## src/rtl/decode_stage.sv

```systemverilog
// RV32I decode stage: decodes the IF/ID instruction, reads the register file,
// detects load-use hazards and fills the ID/EX pipeline register. Optional
// same-cycle writeback bypass is enabled by defining DECODE_WB_BYPASS_EN.
module decode_stage #(
  parameter int WORD_SIZE = 32
) (
  input  logic                 clk,
  input  logic                 rst,
  input  logic                 if_valid,
  input  logic [31:0]          if_instr,
  input  logic [WORD_SIZE-1:0] if_pc,
  input  logic                 stall,
  input  logic                 flush,
  output logic [4:0]           rf_a1,
  output logic [4:0]           rf_a2,
  input  logic [WORD_SIZE-1:0] rf_a_data,
  input  logic [WORD_SIZE-1:0] rf_b_data,
  input  logic                 wb_en,
  input  logic [4:0]           wb_rd,
  input  logic [WORD_SIZE-1:0] wb_data,
  output logic                 hazard_stall,
  output logic                 ex_valid,
  output logic [WORD_SIZE-1:0] ex_pc,
  output logic [WORD_SIZE-1:0] ex_rs1_val,
  output logic [WORD_SIZE-1:0] ex_rs2_val,
  output logic [WORD_SIZE-1:0] ex_imm,
  output logic [4:0]           ex_rs1,
  output logic [4:0]           ex_rs2,
  output logic [4:0]           ex_rd,
  output logic [3:0]           ex_alu_op,
  output logic [2:0]           ex_funct3,
  output logic                 ex_alu_src_imm,
  output logic                 ex_mem_read,
  output logic                 ex_mem_write,
  output logic                 ex_reg_write,
  output logic                 ex_branch,
  output logic                 ex_jump,
  output logic                 ex_illegal
);

  localparam logic [6:0] OPC_LUI    = 7'b0110111;
  localparam logic [6:0] OPC_AUIPC  = 7'b0010111;
  localparam logic [6:0] OPC_JAL    = 7'b1101111;
  localparam logic [6:0] OPC_JALR   = 7'b1100111;
  localparam logic [6:0] OPC_BRANCH = 7'b1100011;
  localparam logic [6:0] OPC_LOAD   = 7'b0000011;
  localparam logic [6:0] OPC_STORE  = 7'b0100011;
  localparam logic [6:0] OPC_OP_IMM = 7'b0010011;
  localparam logic [6:0] OPC_OP     = 7'b0110011;

  logic [6:0] opcode;
  logic [4:0] rd, rs1, rs2;
  logic [2:0] funct3;
  logic [31:0] imm_i, imm_s, imm_b, imm_u, imm_j;

  assign opcode = if_instr[6:0];
  assign rd     = if_instr[11:7];
  assign funct3 = if_instr[14:12];
  assign rs1    = if_instr[19:15];
  assign rs2    = if_instr[24:20];
  assign rf_a1  = rs1;
  assign rf_a2  = rs2;

  assign imm_i = {{20{if_instr[31]}}, if_instr[31:20]};
  assign imm_s = {{20{if_instr[31]}}, if_instr[31:25], if_instr[11:7]};
  assign imm_b = {{19{if_instr[31]}}, if_instr[31], if_instr[7], if_instr[30:25],
                  if_instr[11:8], 1'b0};
  assign imm_u = {if_instr[31:12], 12'b0};
  assign imm_j = {{11{if_instr[31]}}, if_instr[31], if_instr[19:12], if_instr[20],
                  if_instr[30:21], 1'b0};

  logic [31:0] imm;
  logic [3:0]  alu_op;
  logic alu_src_imm, mem_read, mem_write, reg_write, branch, jump, illegal;
  logic rs1_used, rs2_used;

  always_comb begin
    // NOTE: every output gets a default first so no path through the case infers a latch.
    imm         = '0;
    alu_op      = 4'b0000;
    alu_src_imm = 1'b1;
    mem_read    = 1'b0;
    mem_write   = 1'b0;
    reg_write   = 1'b0;
    branch      = 1'b0;
    jump        = 1'b0;
    illegal     = 1'b0;
    rs1_used    = 1'b1;
    rs2_used    = 1'b0;
    case (opcode)
      OPC_LUI, OPC_AUIPC: begin
        imm       = imm_u;
        reg_write = 1'b1;
        rs1_used  = 1'b0;
      end
      OPC_JAL: begin
        imm       = imm_j;
        reg_write = 1'b1;
        jump      = 1'b1;
        rs1_used  = 1'b0;
      end
      OPC_JALR: begin
        imm       = imm_i;
        reg_write = 1'b1;
        jump      = 1'b1;
      end
      OPC_BRANCH: begin
        imm         = imm_b;
        branch      = 1'b1;
        alu_src_imm = 1'b0;
        rs2_used    = 1'b1;
      end
      OPC_LOAD: begin
        imm       = imm_i;
        mem_read  = 1'b1;
        reg_write = 1'b1;
      end
      OPC_STORE: begin
        imm       = imm_s;
        mem_write = 1'b1;
        rs2_used  = 1'b1;
      end
      OPC_OP_IMM: begin
        imm       = imm_i;
        reg_write = 1'b1;
        // Only the shifts carry a funct7 qualifier; elsewhere bit 30 is immediate data.
        alu_op    = (funct3 == 3'b101) ? {if_instr[30], funct3} : {1'b0, funct3};
      end
      OPC_OP: begin
        alu_src_imm = 1'b0;
        reg_write   = 1'b1;
        rs2_used    = 1'b1;
        alu_op      = {if_instr[30], funct3};
      end
      default: illegal = 1'b1;
    endcase
    if (rd == 5'd0) reg_write = 1'b0;
  end

  assign hazard_stall = if_valid && ex_valid && ex_mem_read && (ex_rd != 5'd0) &&
                        ((rs1_used && (ex_rd == rs1)) || (rs2_used && (ex_rd == rs2)));

  logic [WORD_SIZE-1:0] rs1_val, rs2_val;

`ifdef DECODE_WB_BYPASS_EN
  // The register file writes on the same edge we capture, so its read port is stale.
  assign rs1_val = (wb_en && (wb_rd != 5'd0) && (wb_rd == rs1)) ? wb_data : rf_a_data;
  assign rs2_val = (wb_en && (wb_rd != 5'd0) && (wb_rd == rs2)) ? wb_data : rf_b_data;
`else
  logic unused_wb;
  assign unused_wb = ^{wb_en, wb_rd, wb_data};
  assign rs1_val   = rf_a_data;
  assign rs2_val   = rf_b_data;
`endif

  // NOTE: pipeline state uses non-blocking assignments so every register samples pre-edge values.
  always_ff @(posedge clk or posedge rst) begin
    if (rst) begin
      ex_valid       <= 1'b0;
      ex_pc          <= '0;
      ex_rs1_val     <= '0;
      ex_rs2_val     <= '0;
      ex_imm         <= '0;
      ex_rs1         <= '0;
      ex_rs2         <= '0;
      ex_rd          <= '0;
      ex_alu_op      <= '0;
      ex_funct3      <= '0;
      ex_alu_src_imm <= 1'b0;
      ex_mem_read    <= 1'b0;
      ex_mem_write   <= 1'b0;
      ex_reg_write   <= 1'b0;
      ex_branch      <= 1'b0;
      ex_jump        <= 1'b0;
      ex_illegal     <= 1'b0;
    end else if (flush) begin
      ex_valid <= 1'b0;
    end else if (stall) begin
      ex_valid <= ex_valid;
    end else if (hazard_stall) begin
      ex_valid <= 1'b0;
    end else begin
      ex_valid       <= if_valid;
      ex_pc          <= if_pc;
      ex_rs1_val     <= rs1_val;
      ex_rs2_val     <= rs2_val;
      ex_imm         <= imm;
      ex_rs1         <= rs1;
      ex_rs2         <= rs2;
      ex_rd          <= rd;
      ex_alu_op      <= alu_op;
      ex_funct3      <= funct3;
      ex_alu_src_imm <= alu_src_imm;
      ex_mem_read    <= mem_read;
      ex_mem_write   <= mem_write;
      ex_reg_write   <= reg_write;
      ex_branch      <= branch;
      ex_jump        <= jump;
      ex_illegal     <= illegal;
    end
  end

endmodule

```

## config.mk

```make
export PLATFORM = sky130hd
export DESIGN_NAME = decode_stage
export DESIGN_NICKNAME = d
export VERILOG_FILES = /design/src/rtl/decode_stage.sv
export SDC_FILE = /design/constraint.sdc
export NUM_CORES = 1
export LEC_CHECK = 0
export CAP_MARGIN = 25
export CORE_MARGIN = 2
export CORE_UTILIZATION = 30
export DETAILED_ROUTE_END_ITERATION = 12
export GPL_TIMING_DRIVEN = 0
export MAX_ROUTING_LAYER = met4
export PLACE_DENSITY_LB_ADDON = 0.05
export SLEW_MARGIN = 40
export SYNTH_ARGS = -nofsm -noshare
export SYNTH_HDL_FRONTEND = slang
export SYNTH_SLANG_ARGS = --single-unit
```

## constraint.sdc

```tcl
create_clock -name clk -period 5.4 [get_ports clk]
set_input_delay 1.08 -clock clk [delete_from_list [all_inputs] [get_ports clk]]
set_output_delay 1.08 -clock clk [all_outputs]
set_load 0.02 [all_outputs]
```

==> impl_metrics.env, run 1 <==
export IMPL_holdBufCountCts=0
export IMPL_slowest_delay_ns=0.70
export IMPL_cts_resized=0
export IMPL_cts_buffers=17
export IMPL_pwr_share_clk=0.361
export IMPL_post_dp_hpwl_um=15020
export IMPL_ys_ff_latch=158
export IMPL_dpl_cell_area_sq_um=10140
export IMPL_drv_cap=0
export IMPL_synth_area_leaders="dfrtp_1 59%, mux2_1 17%, mux2i_1 4.8%, mux2_2 4.5%, buf_6 1.8%"
export IMPL_dr_pass1_iters=4
export IMPL_die_area_sq_um=23660
export IMPL_design_area_sq_um=10750
export IMPL_reg2reg_from="ex_rd[0]"
export IMPL_critPathKind="in2out"
export IMPL_die_h_um=153.8
export IMPL_cp_end_kind="output pin"
export IMPL_regToRegSetupSlack_ns=3.13
export IMPL_yosysTopAreaCell="dfrtp_1"
export IMPL_synth_top_area_share=0.5871
export IMPL_num_vias=4970
export IMPL_clk_pin_slew_ns=0.06
export IMPL_p_per_area_nw_per_um2=321.5
export IMPL_min_from="ex_rs1_val[8]"
export IMPL_min_period_ns=4.475
export IMPL_critPathMaxFanout=7
export IMPL_clock_sinks=158
export IMPL_drt_iter0_markers=212
export IMPL_r2r_cells=7
export IMPL_multi_input_area_sq_um=2390
export IMPL_pwr_share_seq=0.403
export IMPL_synth_fp_nets=659
export IMPL_rsz0062_at_grt="false"
export IMPL_hold_path_class="reg2reg"
export IMPL_die_w_um=153.8
export IMPL_timing_rr_end="ex_pc[8]"
export IMPL_synthCells=488
export IMPL_ys_warnings_count=0
export IMPL_drtAntennaViolNets=0
export IMPL_slew_viol_final=0
export IMPL_status="finished clean"
export IMPL_syn_area_sq_um=6734
export IMPL_cp_start_kind="input port"
export IMPL_cts_setup_buffers=0
export IMPL_path_buf_inv=2
export IMPL_pre_cts_slack_ns=0.9383
export IMPL_net_switching_power_mw=0.9537
export IMPL_drt_wirelength_per_cell_um=17.68
export IMPL_finalHoldViolCount=0
export IMPL_p_sw_frac=0.2759
export IMPL_crit_top_cell="clkdlybuf4s50_1"
export IMPL_grt_start_max_net_pins=77
export IMPL_cts_tree="built"
export IMPL_fp_row_count=54
export IMPL_maxSlewHeadroom=0.4689
export IMPL_arrival_ns=3.40
export IMPL_hold_end="ex_rs1_val[8]"
export IMPL_tightest_slew_ns=0.7950
export IMPL_p_int_mw=2.503
export IMPL_drive_gt1_frac=0.1171
export IMPL_cp_required_ns=4.32
export IMPL_htree_levels=4
export IMPL_worstSkewPairLatency_ns=0.42
export IMPL_setup_viol=0
export IMPL_synth_ff_type="dfrtp_1"
export IMPL_fin_crit_sh=0.8287
export IMPL_yosysUniqueCellTypes=39
export IMPL_regArea_sq_um=3954
export IMPL_combinationalPowerShare=0.236
export IMPL_grt_pass1_wl_um=30240
export IMPL_seq_area_frac_synth=0.5871
export IMPL_route_detailed_drc=0
export IMPL_dp_cells=1069
export IMPL_clockRootBuffer="clkbuf_16"
export IMPL_grt_overflow=0
export IMPL_critPathSlowestCell="clkdlybuf4s50_1"
export IMPL_synth_avg_cell_area_sq_um=13.80
export IMPL_wirelength_um=19480
export IMPL_async_reset_ff_frac=1.000
export IMPL_grt_pass1_vias=5286
export IMPL_fin_worst_skew_ns=0.008908
export IMPL_synth_edff_count=0
export IMPL_place_gp_congestion=0.7587
export IMPL_whs_ns=0.4819
export IMPL_leakagePower_nw=4.460
export IMPL_setup_ws_ns=0.9250
export IMPL_viasPerCell=4.510
export IMPL_core_area_sq_um=21960
export IMPL_cpLargestDelayFamily="buffers and inverters"
export IMPL_instances_no_fill=1102
export IMPL_path_cells="clkdlybuf4s50_1 > nor4bb_2 > and2_1 > and4_1 > a31o_2 > clkdlybuf4s50_1"
export IMPL_min_path_cells=1
export IMPL_ir_drop_mv=0.1854
export IMPL_antenna_found_initial=2
export IMPL_area_delta_synth_final_pct=59.64
export IMPL_fillers=1970
export IMPL_io_pins=340
export IMPL_io_buffers=299
export IMPL_grt_use_total=0.1715
export IMPL_fmax_ghz=0.2235
export IMPL_start_util=0.3067
export IMPL_nets=979
export IMPL_clockBufferDepth=2
==> sequential cells by signal (all words and copies together) (netlist names), 3 cells and up <==
name	cells
ex_alu_op	4
ex_pc	32
ex_rs2_val	32
ex_imm	32
ex_rs1	5
ex_rs1_val	32
ex_funct3	3
ex_rs2	5
ex_rd	5
==> placed cells by master, fill, tap and decap left out, drive strengths merged, types with 4 or more instances in the layout <==
cell,n
dfrtp,158
a21oi,25
mux2,126
inv,35
nor3,6
nand2,23
buf,32
xor2,8
clkbuf,23
mux2i,32
nor2,4
o21ai,5
clkdlybuf4s50,299
==> cell families after synthesis <==
group / Yosys count / share of synthesized area
mux: 158 / 0.2583
flops: 158 / 0.5871
buf+inv: 65 / 0.05797
simple gates: 55 / 0.04478
compound gates: 41 / 0.03753
xor+xnor: 11 / 0.01431
==> power groups by stage <==
stage	Combinational (mW)	Sequential, mW	Clock [mW]
global placement	0.814	1.41	0
detailed placement	0.827	1.42	0
floorplan	0.196	1.58	0
finish	0.815	1.39	1.25
global route	0.863	1.41	1.35
CTS	0.830	1.39	1.29
==> worst max path at each step <==
| stage | depth (start not counted) | slack, ns | startpoint | end |
|---|---|---|---|---|
| 2_1_floorplan | 1 | 0.06 | rst | ex_alu_op[0] |
| 3_3_place_gp | 2 | -2.19 | rst | ex_pc[10] |
| 3_5_place_dp | 6 | 0.94 | if_instr[3] | hazard_stall |
| 4_1_cts | 6 | 0.94 | if_instr[3] | hazard_stall |
| 5_1_grt | 6 | 0.82 | if_instr[3] | hazard_stall |
| 6_report | 6 | 0.92 | if_instr[3] | hazard_stall |
==> worst reg2reg max path, cell delays in order, from the launching register on <==
cell and delay, ns:
dfrtp_1 0.46, nor3_1 0.21, a21oi_1 0.15, and4_1 0.21, a311oi_2 0.32, buf_6 0.26
buf_6 0.19, mux2_1 0.35
==> synthesized netlist by cell type (2+ instances only) <==
library cell	instances
dfrtp_1	158
mux2_1	99
inv_1	32
mux2i_1	32
mux2_2	27
a21oi_1	24
nand2_1	23
buf_4	16
buf_6	11
xor2_1	8
nor3_1	6
o21ai_0	5
nor2_1	4
a21boi_0	3
and3_1	3
buf_2	3
clkbuf_1	3
nand2b_1	3
nand3_1	3
xnor2_1	3
a311o_1	2
and2_1	2
nor4_1	2
==> final cells by class <==
type | instances | area share
flip-flops and latches | 158 | 0.3678
multi-input cells | 265 | 0.2223
well taps | 280 | 0.03259
clock buffers | 20 | 0.04155
plain buffers | 33 | 0.02514
repair buffers | 301 | 0.2835
inverters | 32 | 0.01187
clock inverters | 11 | 0.01478
diodes | 2 | 0.0004655
==> per-layer routing <==
metal  vias to the layer above  global-route usage  part of all wire
met2                       175              0.2795              0.49
met5                         -                   -                 0
met3                        26             0.05186             0.066
met4                         0             0.06142             0.023
li1                       2320                   -                 -
met1                      2449              0.2020              0.42
==> metrics by stage <==
step,util,power [mW],TNS (ns)
detailed placement,0.4618,2.243,0
finish,0.4896,3.456,0
global placement,0.4589,2.223,-344.31
CTS,0.4893,3.517,0
floorplan,-,1.775,0
global route,0.4896,3.620,0
(Power assumes the default switching activity.)
==> run 2, diff against run 1 <==
==> constraint.sdc (replaced) <==
create_clock -name clk -period 3.8 [get_ports clk]
set_input_delay 0.76 -clock clk [delete_from_list [all_inputs] [get_ports clk]]
set_output_delay 0.76 -clock clk [all_outputs]
set_load 0.02 [all_outputs]
==> run 2 against run 1 <==
Against the previous run: count of clock-buffer cells in the layout is the same; critical path type unchanged; non-clock buffer count grew 6; first-iteration DRC count shrank 13%; wire length grew 4.5%; setup slack lost 0.48 ns; final area grew 1.1%; register-to-register slack lost 1.6 ns; cell count grew 0.64%; critical endpoint unchanged; via count grew 1.3%; largest cell class unchanged.
==> impl_metrics.env, run 2 (synthesized netlist as in run 1, its figures left out) <==
export IMPL_timing_rr_end="ex_pc[23]"
export IMPL_drt_iter0_markers=185
export IMPL_core_area_sq_um=21960
export IMPL_antenna_found_initial=2
export IMPL_final_common_cell="clkdlybuf4s50_1"
export IMPL_area_delta_synth_final_pct=61.41
export IMPL_die_h_um=153.8
export IMPL_start_util=0.3067
export IMPL_arrival_ns=2.60
export IMPL_combinationalPowerShare=0.247
export IMPL_slew_viol_final=0
export IMPL_multi_input_area_sq_um=2402
export IMPL_die_area_sq_um=23660
export IMPL_wirelength_um=20370
export IMPL_final_cell_mix="298 x clkdlybuf4s50_1, 158 x dfrtp_1, 99 x mux2_1"
export IMPL_viasPerCell=4.542
export IMPL_design_area_sq_um=10870
export IMPL_pre_cts_slack_ns=0.0002625
export IMPL_htree_levels=4
export IMPL_grt_overflow=0
export IMPL_grt_start_max_net_pins=24
export IMPL_place_gp_congestion=0.7403
export IMPL_clk_pin_slew_ns=0.06
export IMPL_p_sw_frac=0.2901
export IMPL_cp_startpoint="if_instr[3]"
export IMPL_min_from="ex_rs2_val[27]"
export IMPL_status="finished clean"
export IMPL_worstSkewPairLatency_ns=0.42
export IMPL_io_buffers=299
export IMPL_nets=985
export IMPL_min_path_cells=1
export IMPL_pwr_share_clk=0.342
export IMPL_net_switching_power_mw=1.396
export IMPL_rsz0062_at_grt="false"
export IMPL_fmax_ghz=0.2980
export IMPL_io_pins=340
export IMPL_reg2reg_from="ex_rd[0]"
export IMPL_clockBufferDepth=2
export IMPL_drv_cap=0
export IMPL_power_total_mw=4.812
export IMPL_fin_worst_skew_ns=0.01532
export IMPL_grt_pass1_vias=5484
export IMPL_drtAntennaViolNets=0
export IMPL_p_int_mw=3.416
export IMPL_fin_crit_sh=0.8831
export IMPL_ir_drop_mv=0.2479
export IMPL_drt_wirelength_per_cell_um=18.36
export IMPL_clockRootBuffer="clkbuf_16"
export IMPL_regToRegSetupSlack_ns=1.50
export IMPL_min_period_ns=3.356
export IMPL_cp_start_kind="input port"
export IMPL_setup_ws_ns=0.4443
export IMPL_die_w_um=153.8
export IMPL_critPathKind="in2out"
export IMPL_cp_end_kind="output pin"
export IMPL_whs_ns=0.4851
export IMPL_pwr_share_seq=0.411
export IMPL_crit_end="hazard_stall"
export IMPL_grt_use_total=0.1778
export IMPL_cts_tree="built"
export IMPL_drive_gt1_frac=0.1282
export IMPL_regArea_sq_um=3954
export IMPL_cts_buffers=17
export IMPL_clock_sinks=158
export IMPL_fp_row_count=54
export IMPL_tightest_slew_ns=0.5275
export IMPL_leakagePower_nw=4.528
export IMPL_fin_setup_tns_ns=0
export IMPL_fillers=1951
export IMPL_num_vias=5037
export IMPL_p_per_area_nw_per_um2=442.7
export IMPL_cp_required_ns=3.04
export IMPL_critPathMaxFanout=7
export IMPL_setup_viol=0
export IMPL_r2r_cells=7
export IMPL_dpl_cell_area_sq_um=10280
export IMPL_route_detailed_drc=0
export IMPL_post_dp_hpwl_um=16110
export IMPL_maxSlewHeadroom=0.6483
export IMPL_hold_path_class="reg2reg"
export IMPL_grt_pass1_wl_um=31440
export IMPL_finalHoldViolCount=0
export IMPL_dr_pass1_iters=5
==> run 2: layer usage <==
metal	global-route usage	wire (um)
met4	0.04762	216
met3	0.04481	1273
met2	0.3033	10430
met5	-	0
met1	0.2101	8440
==> run 2: power by group through the flow <==
stage,registers [mW],logic [mW],clock network (mW)
2_1_floorplan,2.24,0.279,0
3_3_place_gp,2.00,1.16,0
3_5_place_dp,2.01,1.20,0
4_1_cts,1.98,1.21,1.70
5_1_grt,2.01,1.25,1.78
6_report,1.98,1.19,1.65
==> run 2: worst min-delay path by stage <==
stage                     slack, ns              to
after floorplan                0.60    ex_alu_op[0]
after global placement         0.47   ex_rs1_val[8]
after detailed placement       0.47  ex_rs2_val[27]
after CTS                      0.49  ex_rs2_val[27]
after global routing           0.49  ex_rs2_val[27]
final                          0.49  ex_rs2_val[27]
==> run 2: timing repair <==
item / in CTS / in global routing
resized for setup: 1 / 1
setup buffers: 0 / 0
pin swaps: 0 / 0
hold buffers: 0 / 0
endpoints found under the setup margin: 1 / 1
==> run 2: through the flow <==
stage,util,instances
global route,0.4950,1109
global placement,0.4591,1067
finish,0.4950,1109
floorplan,-,488
detailed placement,0.4682,1075
CTS,0.4945,1107
==> run 2: critical path: stages <==
cell and delay, ns:
clkdlybuf4s50_1 0.55, nor4bb_4 0.40, and2_1 0.22, and4_1 0.27
a31o_2 0.13, dlymetal6s2s_1 0.26
==> run 2: final cells by class <==
| type | count | share of cell area |
|---|---|---|
| multi-input combinational | 265 | 0.2210 |
| inverter | 32 | 0.01140 |
| clock inverter | 12 | 0.009324 |
| clock buffer | 20 | 0.04294 |
| antenna | 2 | 0.0004605 |
| sequential | 158 | 0.3638 |
| tap | 280 | 0.03223 |
| timing repair buffer | 307 | 0.2940 |
| buffer | 33 | 0.02486 |
